--- config.mk ---
export PLATFORM = sky130hd
export DESIGN_NAME = caliptra_fpga_apb_initiator
export DESIGN_NICKNAME = d
export VERILOG_FILES = /design/src/rtl/caliptra_fpga_apb_initiator.sv
export SDC_FILE = /design/constraint.sdc
export NUM_CORES = 1
export LEC_CHECK = 0
export ABC_CLOCK_PERIOD_IN_PS = 5300
export CORE_UTILIZATION = 47
export CTS_BUF_LIST = sky130_fd_sc_hd__clkbuf_2 sky130_fd_sc_hd__clkbuf_4 sky130_fd_sc_hd__clkbuf_8
export CTS_CLUSTER_SIZE = 20
export DETAILED_ROUTE_END_ITERATION = 12
export PLACE_DENSITY = 0.95
export SLEW_MARGIN = 20
export SYNTH_ARGS = -nofsm -noshare
export SYNTH_HDL_FRONTEND = slang
export SYNTH_SLANG_ARGS = --single-unit
--- constraint.sdc ---
create_clock -name clk -period 5.3 [get_ports clk]
set_clock_uncertainty 0.2 [all_clocks]
set_input_delay 0.53 -clock clk [delete_from_list [all_inputs] [get_ports clk]]
set_output_delay 0.53 -clock clk [all_outputs]
set_load 0.03 [all_outputs]
--- src/rtl/caliptra_fpga_apb_initiator.sv ---
// Hardware APB initiator: accepts one register-side request, runs one APB
// SETUP/ACCESS transfer on the Caliptra responder port, and returns one response.
module caliptra_fpga_apb_initiator #(
  parameter int ADDR_W         = 32,
  parameter int DATA_W         = 32,
  parameter int USER_W         = 32,
  parameter int TIMEOUT_CYCLES = 1024
) (
  input  logic              clk,
  input  logic              rst,

  input  logic              req_valid,
  output logic              req_ready,
  input  logic              req_write,
  input  logic [ADDR_W-1:0] req_addr,
  input  logic [DATA_W-1:0] req_wdata,
  input  logic [2:0]        req_pprot,
  input  logic [USER_W-1:0] req_pauser,

  output logic              rsp_valid,
  input  logic              rsp_ready,
  output logic [DATA_W-1:0] rsp_rdata,
  output logic              rsp_slverr,
  output logic              rsp_timeout,
  output logic [15:0]       wait_cycles,

  output logic              psel,
  output logic              penable,
  output logic              pwrite,
  output logic [ADDR_W-1:0] paddr,
  output logic [DATA_W-1:0] pwdata,
  output logic [2:0]        pprot,
  output logic [USER_W-1:0] pauser,
  input  logic [DATA_W-1:0] prdata,
  input  logic              pready,
  input  logic              pslverr
);

  typedef enum logic [1:0] {
    ST_IDLE   = 2'd0,
    ST_SETUP  = 2'd1,
    ST_ACCESS = 2'd2,
    ST_RESP   = 2'd3
  } state_e;

  state_e              r_state;
  state_e              w_next_state;

  logic                r_write;
  logic [ADDR_W-1:0]   r_addr;
  logic [DATA_W-1:0]   r_wdata;
  logic [2:0]          r_pprot;
  logic [USER_W-1:0]   r_pauser;

  logic [15:0]         r_wait_cnt;
  logic [DATA_W-1:0]   r_rsp_rdata;
  logic                r_rsp_slverr;
  logic                r_rsp_timeout;
  logic [15:0]         r_wait_cycles;

  logic                w_accept;
  logic                w_in_access;
  logic                w_timeout_hit;

  assign w_accept    = (r_state == ST_IDLE) && req_valid;
  assign w_in_access = (r_state == ST_ACCESS);

  // Counter is 16 bits and saturates, so a limit above 16'hFFFF never fires.
  assign w_timeout_hit = (TIMEOUT_CYCLES != 0) && (int'(r_wait_cnt) == TIMEOUT_CYCLES);

  // NOTE: sequential state uses non-blocking assignments so every flop samples
  // pre-edge values; blocking here would create order-dependent simulation.
  always_ff @(posedge clk) begin
    if (rst) r_state <= ST_IDLE;
    else     r_state <= w_next_state;
  end

  always_comb begin
    w_next_state = r_state;
    case (r_state)
      ST_IDLE:   if (req_valid)             w_next_state = ST_SETUP;
      ST_SETUP:                             w_next_state = ST_ACCESS;
      ST_ACCESS: if (pready || w_timeout_hit) w_next_state = ST_RESP;
      ST_RESP:   if (rsp_ready)             w_next_state = ST_IDLE;
      default:                              w_next_state = ST_IDLE;
    endcase
  end

  // NOTE: every output gets a default before the case so no path leaves one
  // unassigned, which would otherwise infer a latch.
  always_comb begin
    req_ready = 1'b0;
    psel      = 1'b0;
    penable   = 1'b0;
    rsp_valid = 1'b0;
    case (r_state)
      ST_IDLE:   req_ready = 1'b1;
      ST_SETUP:  psel      = 1'b1;
      ST_ACCESS: begin
        psel    = 1'b1;
        penable = 1'b1;
      end
      ST_RESP:   rsp_valid = 1'b1;
      default:   ;
    endcase
  end

  // Request latch; APB address/data/attributes are driven straight from it.
  always_ff @(posedge clk) begin
    if (rst) begin
      r_write  <= 1'b0;
      r_addr   <= '0;
      r_wdata  <= '0;
      r_pprot  <= '0;
      r_pauser <= '0;
    end else if (w_accept) begin
      r_write  <= req_write;
      r_addr   <= req_addr;
      r_wdata  <= req_wdata;
      r_pprot  <= req_pprot;
      r_pauser <= req_pauser;
    end
  end

  // ACCESS-cycle counter: 1 in the first ACCESS cycle, saturating.
  always_ff @(posedge clk) begin
    if (rst) begin
      r_wait_cnt <= '0;
    end else if (r_state == ST_SETUP) begin
      r_wait_cnt <= 16'd1;
    end else if (w_in_access && (r_wait_cnt != 16'hFFFF)) begin
      r_wait_cnt <= r_wait_cnt + 16'd1;
    end
  end

  // Response capture; pready wins over a timeout landing on the same cycle.
  always_ff @(posedge clk) begin
    if (rst) begin
      r_rsp_rdata   <= '0;
      r_rsp_slverr  <= 1'b0;
      r_rsp_timeout <= 1'b0;
      r_wait_cycles <= '0;
    end else if (w_in_access) begin
      if (pready) begin
        r_rsp_rdata   <= r_write ? '0 : prdata;
        r_rsp_slverr  <= pslverr;
        r_rsp_timeout <= 1'b0;
        r_wait_cycles <= r_wait_cnt;
      end else if (w_timeout_hit) begin
        r_rsp_rdata   <= '0;
        r_rsp_slverr  <= 1'b1;
        r_rsp_timeout <= 1'b1;
        r_wait_cycles <= r_wait_cnt;
      end
    end
  end

  assign pwrite      = r_write;
  assign paddr       = r_addr;
  assign pwdata      = r_wdata;
  assign pprot       = r_pprot;
  assign pauser      = r_pauser;

  assign rsp_rdata   = r_rsp_rdata;
  assign rsp_slverr  = r_rsp_slverr;
  assign rsp_timeout = r_rsp_timeout;
  assign wait_cycles = r_wait_cycles;

endmodule

; ---- Yosys cells after proc, flatten, opt, wreduce, memory -nomap -nowiden
; Index checks and enable logic that the tools add are counted.
[word_totals]
wordCells = 49
input_bits = 138
reg_bits = 168
out_inout_bits = 154
[op_classes]
n_addsub = 1
eq_ne = 8
mux = 18
reduce_logical = 10
[op_table]
columns = operator, n
row1 = two-way mux 32 bit, 3
row2 = two-way mux 16 bit, 2
row3 = adder 16 x 1 -> 16 bit (second input constant), 1
row4 = equality test 16 x 12 -> 1 bit (second input constant), 1
row5 = != test 16 bit (second input constant), 1
row6 = two-way mux 1 bit, 9
row7 = case mux 2 bit (4 select lines), 1
row8 = two-way mux 2 bit, 3
row9 = equality test 2 bit (second input constant), 2
row10 = != test 2 bit (second input constant), 2
row11 = nonzero test 2 bit, 2
row12 = OR reduction 2 bit, 2
row13 = AND reduction 3 bit, 1
row14 = equality test 2 x 1 -> 1 bit (second input constant), 1
row15 = logical AND 1 bit, 2
row16 = logical NOT 2 bit, 1
row17 = != test 2 x 1 -> 1 bit (second input constant), 1
row18 = AND reduction 2 bit, 1
row19 = logical OR 1 bit, 1

; ---- Depth between registers and ports, before layout
[logic_depth]
word_depth = 4
mapped_depth = 7
ltp_nobuf = 6

; ---- Least setup slack after synthesis
; OpenSTA, ideal clock, no wires.
[synth_timing]
kind = register to register
start = register r_state[0]
end = register r_wait_cnt[14]
arrival_time_ns = 1.883
required_ns = 5.030
slack_ns = 3.146
period_less_slack_ns = 2.154
path_buffers = 1
stages_incl_launch_ff = 7
setup_time_ns = 0.070
cell_sequence = dfxtp_1 -> inv_1 -> ha_1 -> buf_2 -> nand3_1 -> or4_2 -> a21oi_1
[synth_via]
elab_chain_cells = 2
word_cells_on_any_way = 4
[synth_lines]
columns = item, line_no
row1 = "start, declared", 46  ; state_e r_state;
row2 = "start signal, assigned", 75  ; else r_state <= w_next_state;
row3 = equality test 2 x 1 -> 1 bit / equality test 2 bit (equally long branches), "129, 66"
row4 = OR reduction 2 bit (no line) / logical AND 1 bit (equally long branches), --
row5 = "end signal, assigned", 132  ; r_wait_cnt <= r_wait_cnt + 16'd1;
row6 = "end, declared", 55  ; logic [15:0] r_wait_cnt;
; Several ways; a longest one is shown, not always the timed one.
; A chain may end at the register's enable or synchronous reset.

; ---- Worst setup path after layout
[layout_timing]
start = register r_state[0]
end = output port penable
[layout_via]
elab_chain_cells = 2
[layout_lines]
columns = item, line_no
row1 = equality test 2 bit, 96  ; case (r_state)
row2 = two-way mux 1 bit, 96
row3 = "end, declared", 28  ; output logic penable,
; No other way between the ends.

==> impl_metrics.ini <==
[run_status]
status = complete, no violations

[clock_tree]
clk_pin_slew_worst_paths_ns = 0.08
cts.repair.resized = 0
cts_buffers = 17
cts_root_buf = clkbuf_8
cts_tree = built
htree_levels = 4
cts_hold_buffers = 0
insertion_delay_ns = 0.45
cts_setup_buffers = 0
ctsLongestPathBuffers = 2
cts_sinks = 168

[setup_path]
crit_slowest_cell = clkdlybuf4s50_1
start_kind = flop
reg2reg_to = rsp_rdata[30]
cp_data_arrival_time_ns = 2.20
required_ns = 4.57
criticalPathCategory = flop to primary output
r2r_start = r_state[0]
worst-path-max-fanout = 14
max_stage_delay_ns = 0.80
crit_path_cell_trace = inv_1 > ha_1 > clkdlybuf4s50_1
regToRegSetupSlack_ns = 2.49
reg2reg_depth = 5
worstSetupEndpointType = primary output

[floorplan]
die_x_um = 120.6
die_h_um = 120.6
core_um2 = 13450
dieArea_um2 = 14530
num_io_pins = 292
start_util = 0.4911
std_cell_rows = 42

[timing]
min_period_ns = 2.932
drv_slew = 0
max_slew_margin = 0.3042
finalSetupTns_ns = 0
clock.fmax_mhz = 341.1
finalCritPeriodShare = 0.5531
hold_ws_ns = 0.2545
hold_viol = 0
setup_viol_count_final = 0
rsz0062_at_grt = false
worst_pin_slew_ns = 1.044
setup_ws_ns = 2.368

[hold_path]
worstHoldStart = pwdata[9]
hold_end = pwdata[9]
min_path_cells = 2
hp-class = flop to flop

[placement]
hpwl_um = 14560
gp_congestion = 0.8424
pre_cts_ws_ns = 2.507
port_buffers = 291

[cells_and_area]
drive_gt1_frac = 0.05000
nets = 1174
area_growth_pct = 50.13

[global_routing]
grt_pass1_wl_um = 31640
grt_max_degree = 101
grt_pass1_vias = 6438
gr-total-overflow = 0
antenna_found_initial = 2
grt_usage = 0.2810

[drt]
ant_nets = 0
dr_total_vias = 6412
drtIter0Drc = 337
drt_pass1_iterations = 5
drc = 0
routed_wl_um = 20650
routedWlPerCell_um = 16.96
avgViaCountPerCell = 5.264

[pwr]
p_total_mw = 3.847
ir_worst_vdd_mv = 0.3395
leakagePower_nw = 3.499
power_density_nw_per_um2 = 387.9

[run]
maxCapViolations = 0

[logic_synthesis]
postSynth.asyncResetShare = 0
synthFlopType = dfxtp_1
synth_cells = 768
synth_cell_type_count = 51
seq_area_frac_synth = 0.5091
ys_seq_elements = 168
synth_warnings = 0
synthesis.nets = 912
synth_area_um2 = 6606
synth_edf_count = 0
syn_avg_cell_area_um2 = 8.602
==> state kept, by name (all words and copies together) (netlist names) <==
name / cells
r_state: 2
pwrite: 1
pauser: 32
rsp_timeout: 1
rsp_rdata: 32
rsp_slverr: 1
r_wait_cnt: 16
wait_cycles: 16
paddr: 32
pwdata: 32
pprot: 3
==> power by group <==
part           leakage [nW]  total, mW  internal, mW  switching (mW)
Combinational          1.94       1.45         0.560           0.889
Sequential             1.37       1.52          1.43          0.0913
Clock                 0.185      0.880         0.431           0.450
Total                  3.50       3.85          2.42            1.43
==> logic make-up after synthesis <==
group | share of synthesized area
AND/OR/NAND/NOR | 0.2411
flip-flops | 0.5091
AO/OA/AOI/OAI | 0.1295
buffers and inverters | 0.03958
multiplexers | 0.06667
adder cells (fa/ha/maj) | 0.01136
XOR/XNOR | 0.002652
==> worst max path at each step <==
stage               start              to  slack, ns  depth (start not counted)
3_3_place_gp   r_state[0]   rsp_rdata[10]       2.60                          5
6_report       r_state[0]         penable       2.37                          3
4_1_cts        r_state[0]         penable       2.34                          3
3_5_place_dp   r_state[0]   rsp_rdata[30]       2.51                          5
2_1_floorplan  r_state[0]  r_wait_cnt[14]       3.15                          6
5_1_grt        r_state[0]         penable       2.24                          3
==> placed cells by master (no fill, tap or decap), types with 3 or more instances in the layout <==
cell             instances
clkdlybuf4s50_1        290
nand2_1                239
dfxtp_1                168
a21oi_1                112
nand2b_1                54
mux2i_1                 44
clkbuf_8                17
inv_1                   10
o21ai_0                 10
nand3_1                  8
o41ai_1                  7
ha_1                     6
nor2_1                   4
nor2b_1                  4
clkbuf_4                 4
nor3_1                   3
or3_1                    3
o311ai_0                 3
or3_2                    3
o21a_1                   3
buf_4                    3
==> synth_stat cells (all sizes together), types with 2 or more instances <==
library cell / instances / area share
nand3: 8 / 0.0061
nor2: 5 / 0.0053
nand4: 5 / 0.0089
clkbuf: 44 / 0.025
buf: 6 / 0.0081
and3: 2 / 0.0021
a21oi: 112 / 0.085
or4: 3 / 0.0036
or3: 6 / 0.0063
o31ai: 2 / 0.0023
ha: 6 / 0.011
nor2b: 4 / 0.0038
nand2: 240 / 0.14
nor4b: 2 / 0.0045
nor4: 2 / 0.0028
o21a: 3 / 0.0034
nand2b: 54 / 0.051
mux2i: 44 / 0.067
nor3: 3 / 0.0023
and4: 2 / 0.0027
or2b: 2 / 0.0023
inv: 10 / 0.0057
o21ai: 10 / 0.0076
o41ai: 8 / 0.013
dfxtp: 168 / 0.51
o311ai: 3 / 0.0040
==> final cells by class <==
cell class	count	area, um2
inverter	11	41.29
sequential	168	3363
multi-input combinational	539	2997
tap	176	220.2
antenna	2	5.005
clock inverter	8	102.6
timing repair buffer	293	2925
fill	937	3535
clock buffer	21	264.0
==> stage by stage <==
step	cells	utilization	instance area (um2)
after global routing	1218	0.7373	9918
after detailed placement	1187	0.7096	9547
after global placement	1187	0.7096	9547
after floorplan	768	-	6606
final	1218	0.7373	9918
after CTS	1216	0.7369	9913
==> layer usage <==
| metal | share of wire | vias to the layer above | GRT usage |
|---|---|---|---|
| met4 | 0.045 | 0 | 0.1404 |
| met1 | 0.35 | 2979 | 0.2795 |
| met5 | 0 | - | 0 |
| met2 | 0.50 | 291 | 0.4935 |
| met3 | 0.10 | 67 | 0.1264 |
| li1 | - | 3075 | - |
==> critical path, delay by kind of cell, from the launching register on <==
family	cells	cell delay (ns)
DFF	1	0.34
adders and majority gates	1	0.51
buffers and inverters	2	0.89
(Power assumes the default switching activity.)
